File: src/rtl/multiplier_fp_arbiter.sv
// Round-robin arbiter that shares a single floating-point multiplier among N
// requesters. A winner's operand pair is issued with a one-cycle start pulse.
// The product comes back as a one-cycle done pulse to the owner. A watchdog
// aborts an operation the multiplier never answers.
//
// Handshake: requester i raises req_i[i] and holds it, with its operands
// stable, until it sees grant_o[i] (the acceptance pulse, operands captured).
// Later, done_o[i] pulses for one cycle and result_o carries that product;
// error_o pulses with done_o when the operation was aborted by the watchdog.
module multiplier_fp_arbiter #(
  parameter int N       = 4,
  parameter int TIMEOUT = 32
) (
  input  logic            clk_i,
  input  logic            reset_i,
  input  logic [N-1:0]    req_i,
  input  logic [32*N-1:0] req_a_i,
  input  logic [32*N-1:0] req_b_i,
  output logic [N-1:0]    grant_o,
  output logic [N-1:0]    done_o,
  output logic [31:0]     result_o,
  output logic            error_o,
  output logic            busy_o,
  output logic            m_start_o,
  output logic [31:0]     m_a_o,
  output logic [31:0]     m_b_o,
  input  logic            m_ready_i,
  input  logic            m_busy_i,
  input  logic [31:0]     m_y_i,
  output logic            dbg_state_o
);

  localparam int PW = (N > 1) ? $clog2(N) : 1;
  localparam int TW = $clog2(TIMEOUT + 1);
  localparam logic [31:0] ABORT_VALUE = 32'h7F80_0001;

  typedef enum logic {
    S_IDLE = 1'b0,
    S_WAIT = 1'b1
  } state_e;

  state_e          state_q, state_d;
  logic [PW-1:0]   ptr_q, ptr_d;
  logic [PW-1:0]   owner_q, owner_d;
  logic [TW-1:0]   timer_q, timer_d;
  logic [N-1:0]    grant_q, grant_d;
  logic [N-1:0]    done_q, done_d;
  logic [31:0]     result_q, result_d;
  logic            error_q, error_d;
  logic            busy_q, busy_d;
  logic            m_start_q, m_start_d;
  logic [31:0]     m_a_q, m_a_d;
  logic [31:0]     m_b_q, m_b_d;

  logic            found;
  logic [PW-1:0]   win;
  logic [PW-1:0]   cand;
  logic [31:0]     sel_a;
  logic [31:0]     sel_b;
  logic            mult_idle;

  // The multiplier has no reset, so it may still be finishing an operation
  // from before our reset; never issue while it is busy or answering.
  assign mult_idle = !m_busy_i && !m_ready_i;

  // Round-robin search starting just after the last-served requester.
  always_comb begin
    found = 1'b0;
    win   = '0;
    cand  = '0;
    for (int k = 1; k <= N; k++) begin
      cand = PW'((int'(ptr_q) + k) % N);
      if (!found && req_i[cand]) begin
        found = 1'b1;
        win   = cand;
      end
    end
  end

  // Operand mux for the winning requester.
  always_comb begin
    sel_a = '0;
    sel_b = '0;
    for (int i = 0; i < N; i++) begin
      if (win == PW'(i)) begin
        sel_a = req_a_i[32*i +: 32];
        sel_b = req_b_i[32*i +: 32];
      end
    end
  end

  // Next-state and registered-output logic; pulses default low every cycle.
  always_comb begin
    state_d   = state_q;
    ptr_d     = ptr_q;
    owner_d   = owner_q;
    timer_d   = timer_q;
    grant_d   = '0;
    done_d    = '0;
    result_d  = result_q;
    error_d   = 1'b0;
    m_start_d = 1'b0;
    m_a_d     = m_a_q;
    m_b_d     = m_b_q;
    case (state_q)
      S_IDLE: begin
        if (found && mult_idle) begin
          m_a_d          = sel_a;
          m_b_d          = sel_b;
          m_start_d      = 1'b1;
          grant_d[win]   = 1'b1;
          owner_d        = win;
          timer_d        = '0;
          state_d        = S_WAIT;
        end
      end
      S_WAIT: begin
        timer_d = timer_q + 1'b1;
        if (m_ready_i) begin
          result_d         = m_y_i;
          done_d[owner_q]  = 1'b1;
          ptr_d            = owner_q;
          state_d          = S_IDLE;
        end else if (timer_q == TW'(TIMEOUT - 1)) begin
          // Watchdog abort: report a NaN-pattern result flagged by error.
          result_d         = ABORT_VALUE;
          done_d[owner_q]  = 1'b1;
          error_d          = 1'b1;
          ptr_d            = owner_q;
          state_d          = S_IDLE;
        end
      end
      default: state_d = S_IDLE;
    endcase
    busy_d = (state_d != S_IDLE);
  end

  // State and output registers with synchronous reset.
  always_ff @(posedge clk_i) begin
    if (reset_i) begin
      state_q   <= S_IDLE;
      ptr_q     <= PW'(N - 1);
      owner_q   <= '0;
      timer_q   <= '0;
      grant_q   <= '0;
      done_q    <= '0;
      result_q  <= '0;
      error_q   <= 1'b0;
      busy_q    <= 1'b0;
      m_start_q <= 1'b0;
      m_a_q     <= '0;
      m_b_q     <= '0;
    end else begin
      state_q   <= state_d;
      ptr_q     <= ptr_d;
      owner_q   <= owner_d;
      timer_q   <= timer_d;
      grant_q   <= grant_d;
      done_q    <= done_d;
      result_q  <= result_d;
      error_q   <= error_d;
      busy_q    <= busy_d;
      m_start_q <= m_start_d;
      m_a_q     <= m_a_d;
      m_b_q     <= m_b_d;
    end
  end

  assign grant_o     = grant_q;
  assign done_o      = done_q;
  assign result_o    = result_q;
  assign error_o     = error_q;
  assign busy_o      = busy_q;
  assign m_start_o   = m_start_q;
  assign m_a_o       = m_a_q;
  assign m_b_o       = m_b_q;
  assign dbg_state_o = state_q;

endmodule
File: config.mk
export PLATFORM = sky130hd
export DESIGN_NAME = multiplier_fp_arbiter
export DESIGN_NICKNAME = d
export VERILOG_FILES = /design/src/rtl/multiplier_fp_arbiter.sv
export SDC_FILE = /design/constraint.sdc
export NUM_CORES = 1
export LEC_CHECK = 0
export ABC_AREA = 1
export CAP_MARGIN = 20
export CORE_AREA = 4 4 156 158
export DETAILED_ROUTE_END_ITERATION = 10
export DIE_AREA = 0 0 160 162
export PLACE_DENSITY = 0.65
export SYNTH_ARGS = -nofsm -noshare
export SYNTH_HDL_FRONTEND = slang
export SYNTH_SLANG_ARGS = --single-unit
File: constraint.sdc
create_clock -name clk_i -period 6.15 [get_ports clk_i]
set_input_delay 1.5375 -clock clk_i [delete_from_list [all_inputs] [get_ports clk_i]]
set_output_delay 1.5375 -clock clk_i [all_outputs]
set_load 0.02 [all_outputs]
==> key figures <==
Synth
  • Synthesized Nets: 1227
  • Fraction of synthesized cell area taken by the top area cell type: 0.368
  • Adder-Cell Fraction of Synth Area: 0.00197
  • Post-synthesis compound-gate area fraction: 0.102
  • Number of enable-type register cells in the synthesized netlist: 0
  • Synthesized-area fraction occupied by and/or/nand/nor cells: 0.437
  • Number of warnings issued by yosys: 0
  • Most used flip-flop cell after synthesis: sky130_fd_sc_hd__dfxtp_1
  • Share of synthesized flip-flops with an asynchronous set or reset: 0
  • Top cell type by total area after synthesis: sky130_fd_sc_hd__dfxtp_1
  • Dominant combinational cell family by area after synthesis: simple AND/OR/NAND/NOR gates
  • Total of flip-flops plus latches after synthesis: 117
  • Sequential-to-total area share from yosys stat: 0.368
  • Synth top cells by count: sky130_fd_sc_hd__nand2_1 (259), sky130_fd_sc_hd__nand3_1 (161), sky130_fd_sc_hd__nand4_1 (131)
  • Synthesized-area fraction occupied by xor and xnor cells: 0
  • Most frequent cell after synthesis: sky130_fd_sc_hd__nand2_1
  • Top cells by area, synth: sky130_fd_sc_hd__dfxtp_1 (37%), sky130_fd_sc_hd__nand2_1 (15%), sky130_fd_sc_hd__nand4_1 (13%)
  • Post-synthesis cell count: 930
  • Average cell area after synthesis: 6.85 µm²
  • Synth unique cells: 33
  • Mux share of post-synthesis cell area: 0
  • Total standard cell area after synthesis: 6370 µm²

Clocking
  • Number of buffers on the longest clock path: 2
  • Clk Latency, worst-skew pair: 0.41 ns
  • Gates resized, CTS repair: 0
  • Clock transition at the registers of the reported paths: 0.06 ns
  • Clock tree from TritonCTS: yes
  • Number of setup buffers added after CTS: 0
  • Count of hold buffers inserted by post-cts repair: 0
  • Clock root cell: sky130_fd_sc_hd__clkbuf_16
  • TritonCTS buffer count: 17
  • Total clock sinks: 117
  • Maximum level of the CTS H-tree: 4

Job
  • Maximum Capacitance Violations: 0

Cells and area
  • Final-stage net count: 1569
  • Fraction of final layout cells with drive strength greater than 1: 0.0568
  • Layout-stage area growth over the synthesis result: 72.7%

Detailed routing
  • Detail-routed net length per standard cell: 18.9 µm
  • DRC: 0
  • First-pass detailed-route iteration total: 5
  • Routed wire length: 29700 µm
  • Iteration-0 DRC Markers: 666
  • Number of vias in the routed layout: 8231
  • Vias/cell: 5.22
  • Post-route antenna net violation count: 0

Timing
  • Timing-limited maximum frequency: 0.242 GHz
  • Final Hold Violating Endpoints: 0
  • Slew at the pin closest to its max-slew limit: 1.04 ns
  • Max-slew headroom at the worst pin: 0.309
  • Slew Limit Fails: 0
  • Fraction of the cycle the final worst path needs: 0.671
  • Time the worst path needs with I/O delays and setup: 4.13 ns
  • RSZ-0062 raised after global routing: no
  • Post-route clock skew: 0.0114 ns
  • Setup TNS: 0 ns
  • WHS: 0.462 ns
  • Final-report setup violation count: 0

Pwr
  • Maximum vdd drop: 0.196 mV
  • Internal power: 1.81 mW
  • Fraction of power spent switching nets: 0.341
  • Combinational Power Share: 0.335
  • Clock power share: 0.361
  • Pwr/cell area: 250 nW/µm²
  • Tot Pwr: 2.75 mW
  • Sequential share of power: 0.304
  • Sw Pwr: 0.938 mW
  • LEAKAGE: 4.00 nW

Run status
  • Status: finished clean

Floorplanning
  • Horizontal extent of the die: 160 µm
  • Core ar.: 23100 µm²
  • Die area: 25900 µm²
  • Number of I/O pins: 404
  • Effective utilization at floorplan: 0.275
  • Height of the chip: 162 µm
  • Cell row count: 56

Worst setup path
  • Worst-path maximum fanout: 38
  • Category of the most critical setup path: primary input to flip-flop
  • R2r endpoint: m_b_o[17]
  • Endpoint required time on the critical path: 6.48 ns
  • Worst R2R Start: ptr_q[0]
  • Worst Path Arrival: 4.46 ns
  • Type of origin of the critical path: primary input
  • Number of cells on the worst reg-to-reg path: 15
  • Nature of the critical path endpoint: flip-flop
  • Reg-to-reg slack, setup: 2.80 ns

Global route
  • Vias in the first global route: 8065
  • GRT Resource Usage Total: 0.217
  • Wire length of the first global-routing pass: 45200 µm
  • Largest net degree at the start of global routing: 79
  • Number of antenna violations at the first check in global routing: 3
  • Total congestion overflow: 0

Hold path
  • Hold_sp: m_b_o[15]
  • Worst Hold Depth: 2
  • Min-delay worst type: flip-flop to flip-flop
  • Worst Hold Endpoint: m_b_o[15]

Placed design
  • HPWL after detailed placement: 20700 µm
  • Count of port buffers added during placement: 403
  • Final weighted congestion in routability-driven placement: 0.858
-- cells by family after synthesis --
logic type                 after synthesis
AOI/OAI and AO/OA                      115
buffers and inverters                  119
adders and majority gates                1
and+or+nand+nor                        578
DFF                                    117
-- power groups by stage --
stage,sequential [mW],clock (mW),combinational (mW)
finish,0.837,0.995,0.921
floorplan,0.904,0,0.472
CTS,0.837,1.02,0.926
detailed placement,0.852,0,0.921
global route,0.842,1.05,1.00
global placement,0.852,0,0.918
-- cell usage in the layout, fill, tap and decap left out, types with 2 or more instances in the layout --
| cell | instances |
|---|---|
| sky130_fd_sc_hd__a211oi_1 | 2 |
| sky130_fd_sc_hd__a21oi_1 | 72 |
| sky130_fd_sc_hd__a31oi_1 | 3 |
| sky130_fd_sc_hd__buf_4 | 13 |
| sky130_fd_sc_hd__bufinv_16 | 2 |
| sky130_fd_sc_hd__clkbuf_16 | 17 |
| sky130_fd_sc_hd__clkdlybuf4s50_1 | 402 |
| sky130_fd_sc_hd__clkinv_2 | 2 |
| sky130_fd_sc_hd__clkinv_4 | 5 |
| sky130_fd_sc_hd__dfxtp_1 | 117 |
| sky130_fd_sc_hd__inv_1 | 18 |
| sky130_fd_sc_hd__inv_2 | 7 |
| sky130_fd_sc_hd__inv_6 | 3 |
| sky130_fd_sc_hd__nand2_1 | 259 |
| sky130_fd_sc_hd__nand3_1 | 161 |
| sky130_fd_sc_hd__nand4_1 | 131 |
| sky130_fd_sc_hd__nor2_1 | 8 |
| sky130_fd_sc_hd__nor2_4 | 3 |
| sky130_fd_sc_hd__nor3_1 | 3 |
| sky130_fd_sc_hd__nor4_1 | 4 |
| sky130_fd_sc_hd__o21ai_0 | 26 |
| sky130_fd_sc_hd__o221a_2 | 9 |
-- how the worst max path moves through the flow --
stage,to,cells after the start,startpoint,slack (ns)
after global routing,m_b_o[17],14,req_i[2],1.82
after CTS,m_b_o[17],15,req_i[1],2.05
after detailed placement,m_b_o[17],15,req_i[1],1.61
after global placement,m_b_o[17],15,req_i[0],1.61
final,m_b_o[17],15,req_i[1],2.02
after floorplan,m_a_o[22],14,req_i[3],3.17
-- metrics by stage --
step,worst slack (ns),instances,area (µm²),utilization
floorplan,3.17,930,6370,-
global placement,1.61,1543,10400,0.450
detailed placement,1.61,1543,10400,0.450
CTS,2.05,1575,11000,0.475
global route,1.82,1576,11000,0.475
finish,2.02,1576,11000,0.475
-- layout make-up --
class	instances	area, µm²
Clock inverter	13	148
Antenna cell	1	2.50
Multi-Input combinational cell	694	3470
Tap cell	290	363
Fill cell	2306	12100
Sequential cell	117	2340
Timing Repair Buffer	416	4130
Inverter	26	97.6
Clock buffer	19	443
-- per-layer routing --
layer,share of wire,track usage,up-vias
met5,0.00084,0,-
met4,0.029,0.0727,4
met3,0.10,0.0863,56
met2,0.48,0.370,388
met1,0.39,0.249,3814
li1,-,-,3969
-- state kept, by name, indices dropped and copies added, names as in the netlist --
signal and count:
busy_o 1, done_o 4, error_o 1, grant_o 4
m_a_o 32, m_b_o 32, m_start_o 1, owner_q 2
ptr_q 2, result_o 32, timer_q 6
-- critical path, cell delays in order --
cell and delay (ns):
sky130_fd_sc_hd__clkdlybuf4s50_1 0.45, sky130_fd_sc_hd__nand2_1 0.08, sky130_fd_sc_hd__nand2_1 0.06, sky130_fd_sc_hd__inv_1 0.07, sky130_fd_sc_hd__nand2_1 0.05, sky130_fd_sc_hd__nand2_1 0.16, sky130_fd_sc_hd__inv_1 0.07, sky130_fd_sc_hd__nand3_2 0.10
sky130_fd_sc_hd__inv_1 0.07, sky130_fd_sc_hd__nor2_4 0.63, sky130_fd_sc_hd__buf_4 0.54, sky130_fd_sc_hd__nand4_1 0.25, sky130_fd_sc_hd__nand4_1 0.16, sky130_fd_sc_hd__nand2_1 0.05, sky130_fd_sc_hd__a21oi_1 0.14
Power figures use the tool's default switching activity.
